## src/rtl/mem_port_arbiter.sv

```systemverilog
// mem_port_arbiter: round-robin sharing of one request/ack memory port between fetch (I) and load/store (D).
// Optional build macro MEM_ARB_TIMEOUT_EN aborts an access after TIMEOUT unacknowledged cycles with rsp_err.
module mem_port_arbiter #(
   parameter int ADDR_W  = 64,
   parameter int DATA_W  = 64,
   parameter int TIMEOUT = 16
) (
   input  logic                  clk,
   input  logic                  reset,
   input  logic                  i_req_valid,
   output logic                  i_req_ready,
   input  logic [ADDR_W-1:0]     i_req_addr,
   output logic                  i_rsp_valid,
   output logic [DATA_W-1:0]     i_rsp_data,
   output logic                  i_rsp_err,
   input  logic                  d_req_valid,
   output logic                  d_req_ready,
   input  logic                  d_req_we,
   input  logic [ADDR_W-1:0]     d_req_addr,
   input  logic [DATA_W-1:0]     d_req_wdata,
   input  logic [DATA_W/8-1:0]   d_req_wstrb,
   output logic                  d_rsp_valid,
   output logic [DATA_W-1:0]     d_rsp_data,
   output logic                  d_rsp_err,
   output logic                  mem_req,
   output logic                  mem_we,
   output logic [ADDR_W-1:0]     mem_addr,
   output logic [DATA_W-1:0]     mem_wdata,
   output logic [DATA_W/8-1:0]   mem_wstrb,
   input  logic                  mem_ack,
   input  logic [DATA_W-1:0]     mem_rdata
);

   localparam int STRB_W = DATA_W / 8;
   localparam logic [1:0] S_IDLE = 2'd0;
   localparam logic [1:0] S_WAIT = 2'd1;
   localparam logic [1:0] S_RESP = 2'd2;

   if (TIMEOUT < 1) begin : g_bad_timeout
      $error("mem_port_arbiter: TIMEOUT must be >= 1");
   end

   logic [1:0]        state_q, state_d;
   logic              last_d_q, last_d_d;    // 1 when D holds the most recent grant
   logic              owner_d_q, owner_d_d;
   logic              mem_req_q, mem_req_d;
   logic              mem_we_q, mem_we_d;
   logic [ADDR_W-1:0] mem_addr_q, mem_addr_d;
   logic [DATA_W-1:0] mem_wdata_q, mem_wdata_d;
   logic [STRB_W-1:0] mem_wstrb_q, mem_wstrb_d;
   logic              i_vld_q, i_vld_d, d_vld_q, d_vld_d;
   logic              i_err_q, i_err_d, d_err_q, d_err_d;
   logic [DATA_W-1:0] i_data_q, i_data_d, d_data_q, d_data_d;
   logic              grant_i, grant_d, timeout;
   logic [DATA_W-1:0] rsp_data;

`ifdef MEM_ARB_TIMEOUT_EN
   localparam int CNT_W = (TIMEOUT > 1) ? $clog2(TIMEOUT) : 1;
   logic [CNT_W-1:0] cnt_q, cnt_d;

   assign timeout = (state_q == S_WAIT) && !mem_ack && (cnt_q == CNT_W'(TIMEOUT - 1));

   // Counter sits at zero outside MEM_WAIT, so it is clear on entry.
   always_comb begin
      cnt_d = cnt_q;
      if (state_q != S_WAIT) cnt_d = '0;
      else if (!mem_ack)     cnt_d = cnt_q + 1'b1;
   end

   always_ff @(posedge clk or negedge reset) begin
      if (!reset) cnt_q <= '0;
      else        cnt_q <= cnt_d;
   end
`else
   assign timeout = 1'b0;
`endif

   // Grants depend only on the two valids and last_grant, never on payloads.
   assign grant_i  = (state_q == S_IDLE) && i_req_valid && (!d_req_valid || last_d_q);
   assign grant_d  = (state_q == S_IDLE) && d_req_valid && !grant_i;
   assign rsp_data = (owner_d_q && mem_we_q) ? '0 : mem_rdata;

   always_comb begin
      state_d     = state_q;
      last_d_d    = last_d_q;
      owner_d_d   = owner_d_q;
      mem_req_d   = mem_req_q;
      mem_we_d    = mem_we_q;
      mem_addr_d  = mem_addr_q;
      mem_wdata_d = mem_wdata_q;
      mem_wstrb_d = mem_wstrb_q;
      i_data_d    = i_data_q;
      d_data_d    = d_data_q;
      i_vld_d     = 1'b0;
      d_vld_d     = 1'b0;
      i_err_d     = 1'b0;
      d_err_d     = 1'b0;
      case (state_q)
         S_IDLE: begin
            if (grant_i) begin
               state_d     = S_WAIT;
               last_d_d    = 1'b0;
               owner_d_d   = 1'b0;
               mem_req_d   = 1'b1;
               mem_we_d    = 1'b0;
               mem_addr_d  = i_req_addr;
               mem_wdata_d = '0;
               mem_wstrb_d = '0;
            end else if (grant_d) begin
               state_d     = S_WAIT;
               last_d_d    = 1'b1;
               owner_d_d   = 1'b1;
               mem_req_d   = 1'b1;
               mem_we_d    = d_req_we;
               mem_addr_d  = d_req_addr;
               mem_wdata_d = d_req_wdata;
               mem_wstrb_d = d_req_wstrb;
            end
         end
         S_WAIT: begin
            // A late ack in the final timeout cycle still produces a normal response.
            if (mem_ack || timeout) begin
               state_d   = S_RESP;
               mem_req_d = 1'b0;
               if (owner_d_q) begin
                  d_vld_d  = 1'b1;
                  d_err_d  = !mem_ack;
                  d_data_d = mem_ack ? rsp_data : '0;
               end else begin
                  i_vld_d  = 1'b1;
                  i_err_d  = !mem_ack;
                  i_data_d = mem_ack ? rsp_data : '0;
               end
            end
         end
         S_RESP:  state_d = S_IDLE;
         default: state_d = S_IDLE;
      endcase
   end

   always_ff @(posedge clk or negedge reset) begin
      if (!reset) begin
         state_q     <= S_IDLE;
         last_d_q    <= 1'b1;
         owner_d_q   <= 1'b0;
         mem_req_q   <= 1'b0;
         mem_we_q    <= 1'b0;
         mem_addr_q  <= '0;
         mem_wdata_q <= '0;
         mem_wstrb_q <= '0;
         i_vld_q     <= 1'b0;
         d_vld_q     <= 1'b0;
         i_err_q     <= 1'b0;
         d_err_q     <= 1'b0;
         i_data_q    <= '0;
         d_data_q    <= '0;
      end else begin
         state_q     <= state_d;
         last_d_q    <= last_d_d;
         owner_d_q   <= owner_d_d;
         mem_req_q   <= mem_req_d;
         mem_we_q    <= mem_we_d;
         mem_addr_q  <= mem_addr_d;
         mem_wdata_q <= mem_wdata_d;
         mem_wstrb_q <= mem_wstrb_d;
         i_vld_q     <= i_vld_d;
         d_vld_q     <= d_vld_d;
         i_err_q     <= i_err_d;
         d_err_q     <= d_err_d;
         i_data_q    <= i_data_d;
         d_data_q    <= d_data_d;
      end
   end

   assign i_req_ready = grant_i;
   assign d_req_ready = grant_d;
   assign i_rsp_valid = i_vld_q;
   assign i_rsp_data  = i_data_q;
   assign i_rsp_err   = i_err_q;
   assign d_rsp_valid = d_vld_q;
   assign d_rsp_data  = d_data_q;
   assign d_rsp_err   = d_err_q;
   assign mem_req     = mem_req_q;
   assign mem_we      = mem_we_q;
   assign mem_addr    = mem_addr_q;
   assign mem_wdata   = mem_wdata_q;
   assign mem_wstrb   = mem_wstrb_q;

endmodule

```

## config.mk

```make
export PLATFORM = sky130hd
export DESIGN_NAME = mem_port_arbiter
export DESIGN_NICKNAME = d
export VERILOG_FILES = /design/src/rtl/mem_port_arbiter.sv
export SDC_FILE = /design/constraint.sdc
export NUM_CORES = 1
export LEC_CHECK = 0
export ABC_AREA = 1
export CORE_AREA = 2 2 211 213
export CTS_CLUSTER_SIZE = 40
export DETAILED_ROUTE_END_ITERATION = 8
export DIE_AREA = 0 0 213 215
export GPL_TIMING_DRIVEN = 0
export PLACE_DENSITY_LB_ADDON = 0.12
export SETUP_SLACK_MARGIN = 0.05
export SYNTH_ARGS = -nofsm -noshare
export SYNTH_HDL_FRONTEND = slang
export SYNTH_SLANG_ARGS = --single-unit
```

## constraint.sdc

```tcl
create_clock -name clk -period 2.6 [get_ports clk]
set_clock_uncertainty 0.1 [all_clocks]
set_input_delay 0.39 -clock clk [delete_from_list [all_inputs] [get_ports clk]]
set_output_delay 0.39 -clock clk [all_outputs]
set_load 0.005 [all_outputs]
```

==> results of run 1 <==
==> final timing paths <==
check                      slack [ps]              to
setup / recovery                  180     d_req_ready
hold / removal                    310  i_rsp_data[11]
setup reg to reg                  760     mem_addr[3]
hold reg to reg                   370        last_d_q
max in group asynchronous        1000   mem_wdata[29]
min in group clk                  310   mem_wdata[40]
==> what timing repair did <==
| item | CTS | global route |
|---|---|---|
| hold buffers | 1 | 0 |
| resized for setup | 7 | 0 |
| endpoints found under the hold margin | 64 | 0 |
| endpoints found under the setup margin | 2 | 0 |
==> stage by stage <==
| step | setup WS (ps) | instance area (um2) |
|---|---|---|
| floorplan | 962 | 12100 |
| global placement | -11730 | 18200 |
| detailed placement | -300 | 18300 |
| finish | 177 | 19400 |
| CTS | 141 | 19400 |
| global route | 67.3 | 19400 |
==> power by group through the flow <==
stage | Combinational, mW | Clock (mW) | Sequential, mW
after detailed placement | 10.2 | 0 | 7.44
after floorplan | 3.75 | 0 | 7.47
final | 10.1 | 4.67 | 7.42
after CTS | 10.2 | 4.84 | 7.42
after global routing | 11.1 | 4.99 | 7.66
after global placement | 10.1 | 0 | 7.42
==> flip-flops by register name, summed over array words and instances (netlist names) <==
| name | count |
|---|---|
| d_rsp_data | 64 |
| i_rsp_data | 64 |
| mem_addr | 64 |
| mem_wdata | 64 |
| mem_wstrb | 8 |
| state_q | 2 |
| d_rsp_err | 1 |
| d_rsp_valid | 1 |
| i_rsp_err | 1 |
| i_rsp_valid | 1 |
| last_d_q | 1 |
| mem_req | 1 |
| mem_we | 1 |
| owner_d_q | 1 |
==> worst register-to-register path, delay by kind of cell, from the launching register on <==
| family | cells | cell delay (ps) |
|---|---|---|
| buf+inv | 3 | 690 |
| flops | 1 | 510 |
| simple gates | 4 | 450 |
==> layer usage <==
| layer | vias to the layer above | global-route usage | routed length, um |
|---|---|---|---|
| met5 | - | 0 | 57 |
| li1 | 5967 | - | - |
| met4 | 8 | 0.102 | 1820 |
| met1 | 5901 | 0.255 | 20000 |
| met2 | 475 | 0.354 | 23600 |
| met3 | 93 | 0.0871 | 5270 |
==> placed cells by master (no fill, tap or decap), drive strengths merged, types with 2 or more instances in the layout <==
cell,instances
dlygate4sd2,2
clkdlybuf4s50,538
clkbuf,105
nand4,64
clkinv,6
dfrtp,273
a21oi,4
inv,76
nand2,599
buf,70
nor2,6
nand3,333
conb,2
diode,17
==> logic make-up after synthesis <==
| family | synth area share |
|---|---|
| other cells | 0.000311 |
| buf+inv | 0.0686 |
| simple gates | 0.361 |
| flops | 0.568 |
| compound gates | 0.00207 |
==> synthesized netlist by cell type (all sizes together) <==
| cell | n | area, um2 |
|---|---|---|
| nand2 | 599 | 2250 |
| nand3 | 333 | 1670 |
| dfrtp | 273 | 6830 |
| inv | 75 | 282 |
| buf | 68 | 350 |
| nand4 | 64 | 400 |
| clkbuf | 52 | 195 |
| nor2 | 6 | 25.0 |
| a21oi | 4 | 20.0 |
| conb | 1 | 3.75 |
| dfstp | 1 | 26.3 |
| nor3 | 1 | 10.0 |
| o21ai | 1 | 5.00 |
==> area by class of cell <==
class	instances	area (um2)
flip-flops and latches	274	6860
clock inverters	8	68.8
multi-input cells	1010	4390
well taps	592	741
diodes	17	42.5
fillers	4414	24200
clock buffers	53	1010
repair buffers	545	5510
plain buffers	118	538
inverters	75	284
==> impl_metrics.csv, run 1 <==
group,metric,value,unit
pwr,power.internal,14.2,mW
clock_tree,clkSinkCount,274,
setup_path,arrival,1930,ps
synth,syn_inst,1478,
setup_path,start_kind,"flip-flop",
setup_path,r2r-start,"last_d_q",
setup_path,cp_num_buf_inv,4,
timing,finalCritPeriodShare,0.932,
timing,hold_viol_final,0,
setup_path,crit_chain,"inv_1, nand2_1, nand3_1, buf_4, inv_4, nor2_1, dlygate4sd2_1",
clock_tree,clockBufferDepth,3,
clock_tree,cts_tree,"yes",
place,dpl.cell_count,2615,
finish,drive_above_1_share,0.0590,
pwr,ir_drop,0.000542,V
clock_tree,clkLatencyLatePin,530,ps
drt,antenna_left,0,
pwr,power_frac_clock,0.211,
die,die_w,213,um
global_route,grt_overflow_total,0,
timing,worstMarginPinSlew,620,ps
setup_path,crit_family,"buffers and inverters",
run_status,status,"finished clean",
setup_path,slowest_delay,510,ps
pwr,power_density,1140,mW/mm2
synth,yosysSeqAreaShare,0.568,
clock_tree,cts_made_buffers,34,
place,place_congestion,0.890,
timing,worst_hold_slack,305,ps
place,dp_hpwl,38.7,mm
setup_path,cp_slowest_cell,"dfstp_2",
die,die_y,215,um
setup_path,crit_cells,7,
finish,area_growth,61.2,%
setup_path,path_class,"reg2out",
drt,post_drt_wl_per_cell,18.9,um
global_route,track_usage,0.220,
die,ios,542,
drt,drt_wl_total,50.8,mm
synth,yosys_warnings,0,
die,coreArea,0.0436,mm2
drt,via_per_inst,4.62,
timing,fin_setup_tns,0,ps
die,start_util,0.276,
global_route,grt_pass1_wl,76.4,mm
clock_tree,htree_levels,2,
synth,synth_area_per_cell,8.16,um2
drt,drc_errors,0,
place,io_buffers,541,
clock_tree,root_buffer,"clkbuf_16",
pwr,finalPower,22.1,mW
drt,vias,12400,
timing,final_max_slew_viol_count,0,
timing,max-slew-margin-rel,0.587,
timing,rsz0062_at_grt,"no",
setup_path,critPathCaptureType,"primary output",
synth,synth.cell_area,0.0121,mm2
global_route,grt_max_degree,87,
die,floorplan.rows,77,
finish,fin_nets,2328,
setup_path,crit_path_start,"last_d_q",
clock_tree,cts_setup_buffers,0,
finish,fin_util,0.446,
min_path,hold_path_class,"in2async",
pwr,power_frac_seq,0.335,
finish,fin_cells,2692,
timing,setup_viol,0,
timing,max_freq,0.413,GHz
global_route,grt_pass1_vias,12500,
timing,fin_crit,2420,ps
synth,synth.distinct_cells,17,
die,die-area,0.0458,mm2
synth,synth-seq-cells,274,
drt,drt_iter0_markers,766,
setup_path,worstPathMaxFanout,19,
setup_path,rr_worst_depth,7,
pwr,switching_share,0.360,
pwr,leakagePower,9.56,nW
pwr,power_frac_comb,0.454,
setup_path,required,2110,ps
drt,drtPass1Iterations,5,
clock_tree,clk_pin_slew,50,ps
flow_run,drv_cap,0,
global_route,antenna_found_initial,23,
pwr,switching_power,7.98,mW
(Power assumes the default switching activity.)
==> run 2: changes to the inputs <==
--- a/config.mk
+++ b/config.mk
@@ -11,6 +11,7 @@
 export DETAILED_ROUTE_END_ITERATION = 8
 export DIE_AREA = 0 0 213 215
 export GPL_TIMING_DRIVEN = 0
+export MAX_ROUTING_LAYER = met4
 export PLACE_DENSITY_LB_ADDON = 0.12
 export SETUP_SLACK_MARGIN = 0.05
 export SYNTH_ARGS = -nofsm -noshare
==> impl_metrics.csv, run 2 (synthesis results as in run 1) <==
group,metric,value,unit
timing,max-slew-margin-rel,0.595,
pwr,power_frac_clock,0.211,
global_route,grt_overflow_total,0,
clock_tree,clkSinkCount,274,
global_route,antenna_found_initial,23,
die,die-area,0.0458,mm2
setup_path,required,2110,ps
die,die_y,215,um
place,io_buffers,541,
clock_tree,htree_levels,2,
finish,fin_nets,2328,
clock_tree,clk_pin_slew,60,ps
place,place_congestion,0.905,
pwr,power_frac_seq,0.335,
setup_path,arrival,1930,ps
place,placed_area,0.0183,mm2
clock_tree,root_buffer,"clkbuf_16",
die,floorplan.rows,77,
drt,drc_errors,0,
drt,vias,12400,
drt,drt_wl_total,50.8,mm
pwr,ir_drop,0.000539,V
drt,antenna_left,0,
setup_path,critPathCaptureType,"primary output",
clock_tree,clockBufferDepth,3,
finish,final_cell_mix,"598 x nand2_1, 538 x clkdlybuf4s50_1, 333 x nand3_1",
place,pre_cts_slack,-300,ps
setup_path,path_class,"reg2out",
pwr,finalPower,22.2,mW
drt,drtPass1Iterations,6,
place,dp_hpwl,38.7,mm
global_route,grt_pass1_vias,12600,
finish,drive_above_1_share,0.0590,
global_route,grt_max_degree,87,
run_status,status,"finished clean",
drt,post_drt_wl_per_cell,18.8,um
clock_tree,cts_made_buffers,34,
timing,setup_viol,0,
pwr,power.internal,14.2,mW
setup_path,cp_slowest_cell,"dfstp_2",
clock_tree,clkLatencyLatePin,540,ps
drt,via_per_inst,4.61,
timing,final_max_slew_viol_count,0,
timing,hold_viol_final,0,
finish,area_growth,61.3,%
drt,drt_iter0_markers,804,
setup_path,slowest_delay,510,ps
setup_path,crit_chain,"inv_1, nand2_1, nand3_1, buf_4, inv_4, nor2_1, dlygate4sd2_1",
die,coreArea,0.0436,mm2
flow_run,drv_cap,0,
timing,worst_hold_slack,303,ps
timing,rsz0062_at_grt,"no",
timing,setup_ws,178,ps
pwr,switching_share,0.361,
timing,worstMarginPinSlew,607,ps
timing,finalCritPeriodShare,0.931,
setup_path,start_kind,"flip-flop",
timing,max_freq,0.413,GHz
die,die_w,213,um
die,start_util,0.276,
clock_tree,cts_tree,"yes",
timing,fin_setup_tns,0,ps
min_path,hold_path_class,"in2reg",
pwr,leakagePower,9.56,nW
timing,fin_crit,2420,ps
die,ios,542,
pwr,power_density,1140,mW/mm2
finish,final_area,0.0195,mm2
global_route,grt_pass1_wl,76.4,mm
finish,layout_commonest_cell,"nand2_1",
setup_path,worstPathMaxFanout,19,
pwr,switching_power,7.99,mW
pwr,power_frac_comb,0.454,
global_route,track_usage,0.227,
[run 2: cell count changes in the layout (fill, tap and decap cells not counted)]
cell | previous run | this run
diode_2 | 17 | 23
[run 2: worst max-delay path: cells and delay by family (launching register included)]
kind,cells,cell delay (ps)
buffers and inverters,4,680
DFF,1,510
and+or+nand+nor,3,220
[run 2: path summary, 6_finish.rpt]
check | end | cells past startpoint | slack [ps] | startpoint
hold reg to reg | last_d_q | 2 | 370 | last_d_q
min in group asynchronous | i_rsp_data[10] | 2 | 310 | reset
hold / removal | mem_wdata[40] | 3 | 300 | d_req_wdata[40]
setup / recovery | d_req_ready | 7 | 180 | last_d_q
max in group asynchronous | mem_wdata[29] | 4 | 1000 | reset
setup reg to reg | mem_addr[3] | 7 | 740 | last_d_q
[run 2: area by class of cell]
class | count | area (um2)
Antenna cell | 23 | 57.6
Tap cell | 592 | 741
Clock buffer | 53 | 1010
Inverter | 75 | 284
Fill cell | 4409 | 24200
Timing Repair Buffer | 545 | 5510
Clock inverter | 8 | 68.8
Sequential cell | 274 | 6860
Multi-Input combinational cell | 1010 | 4390
Buffer | 118 | 538
[run 2: per-layer routing]
metal  global-route usage  vias up  routed length, um
met5                    -        -                  0
met2                0.355      469              23700
met1                0.258     5890              20100
li1                     -     5980                  -
met3               0.0840       89               5210
met4                0.102        0               1820
[run 2: power groups by stage]
stage / Combinational, mW / Sequential (mW) / Clock [mW]
floorplan: 3.75 / 7.47 / 0
global placement: 10.1 / 7.42 / 0
detailed placement: 10.2 / 7.44 / 0
CTS: 10.2 / 7.42 / 4.84
global route: 11.1 / 7.66 / 5.00
finish: 10.1 / 7.41 / 4.68
[run 2: metrics by stage]
| step | cells | util |
|---|---|---|
| final | 2698 | 0.446 |
| after global routing | 2697 | 0.446 |
| after CTS | 2675 | 0.445 |
| after detailed placement | 2615 | 0.420 |
| after global placement | 2612 | 0.418 |
| after floorplan | 1479 | - |
[run 2: timing repair]
item	4_1_cts	5_1_grt
hold endpoints to repair	64	0
resized for setup	7	0
hold buffers	1	0
buffers inserted	0	0
setup endpoints to repair	2	0
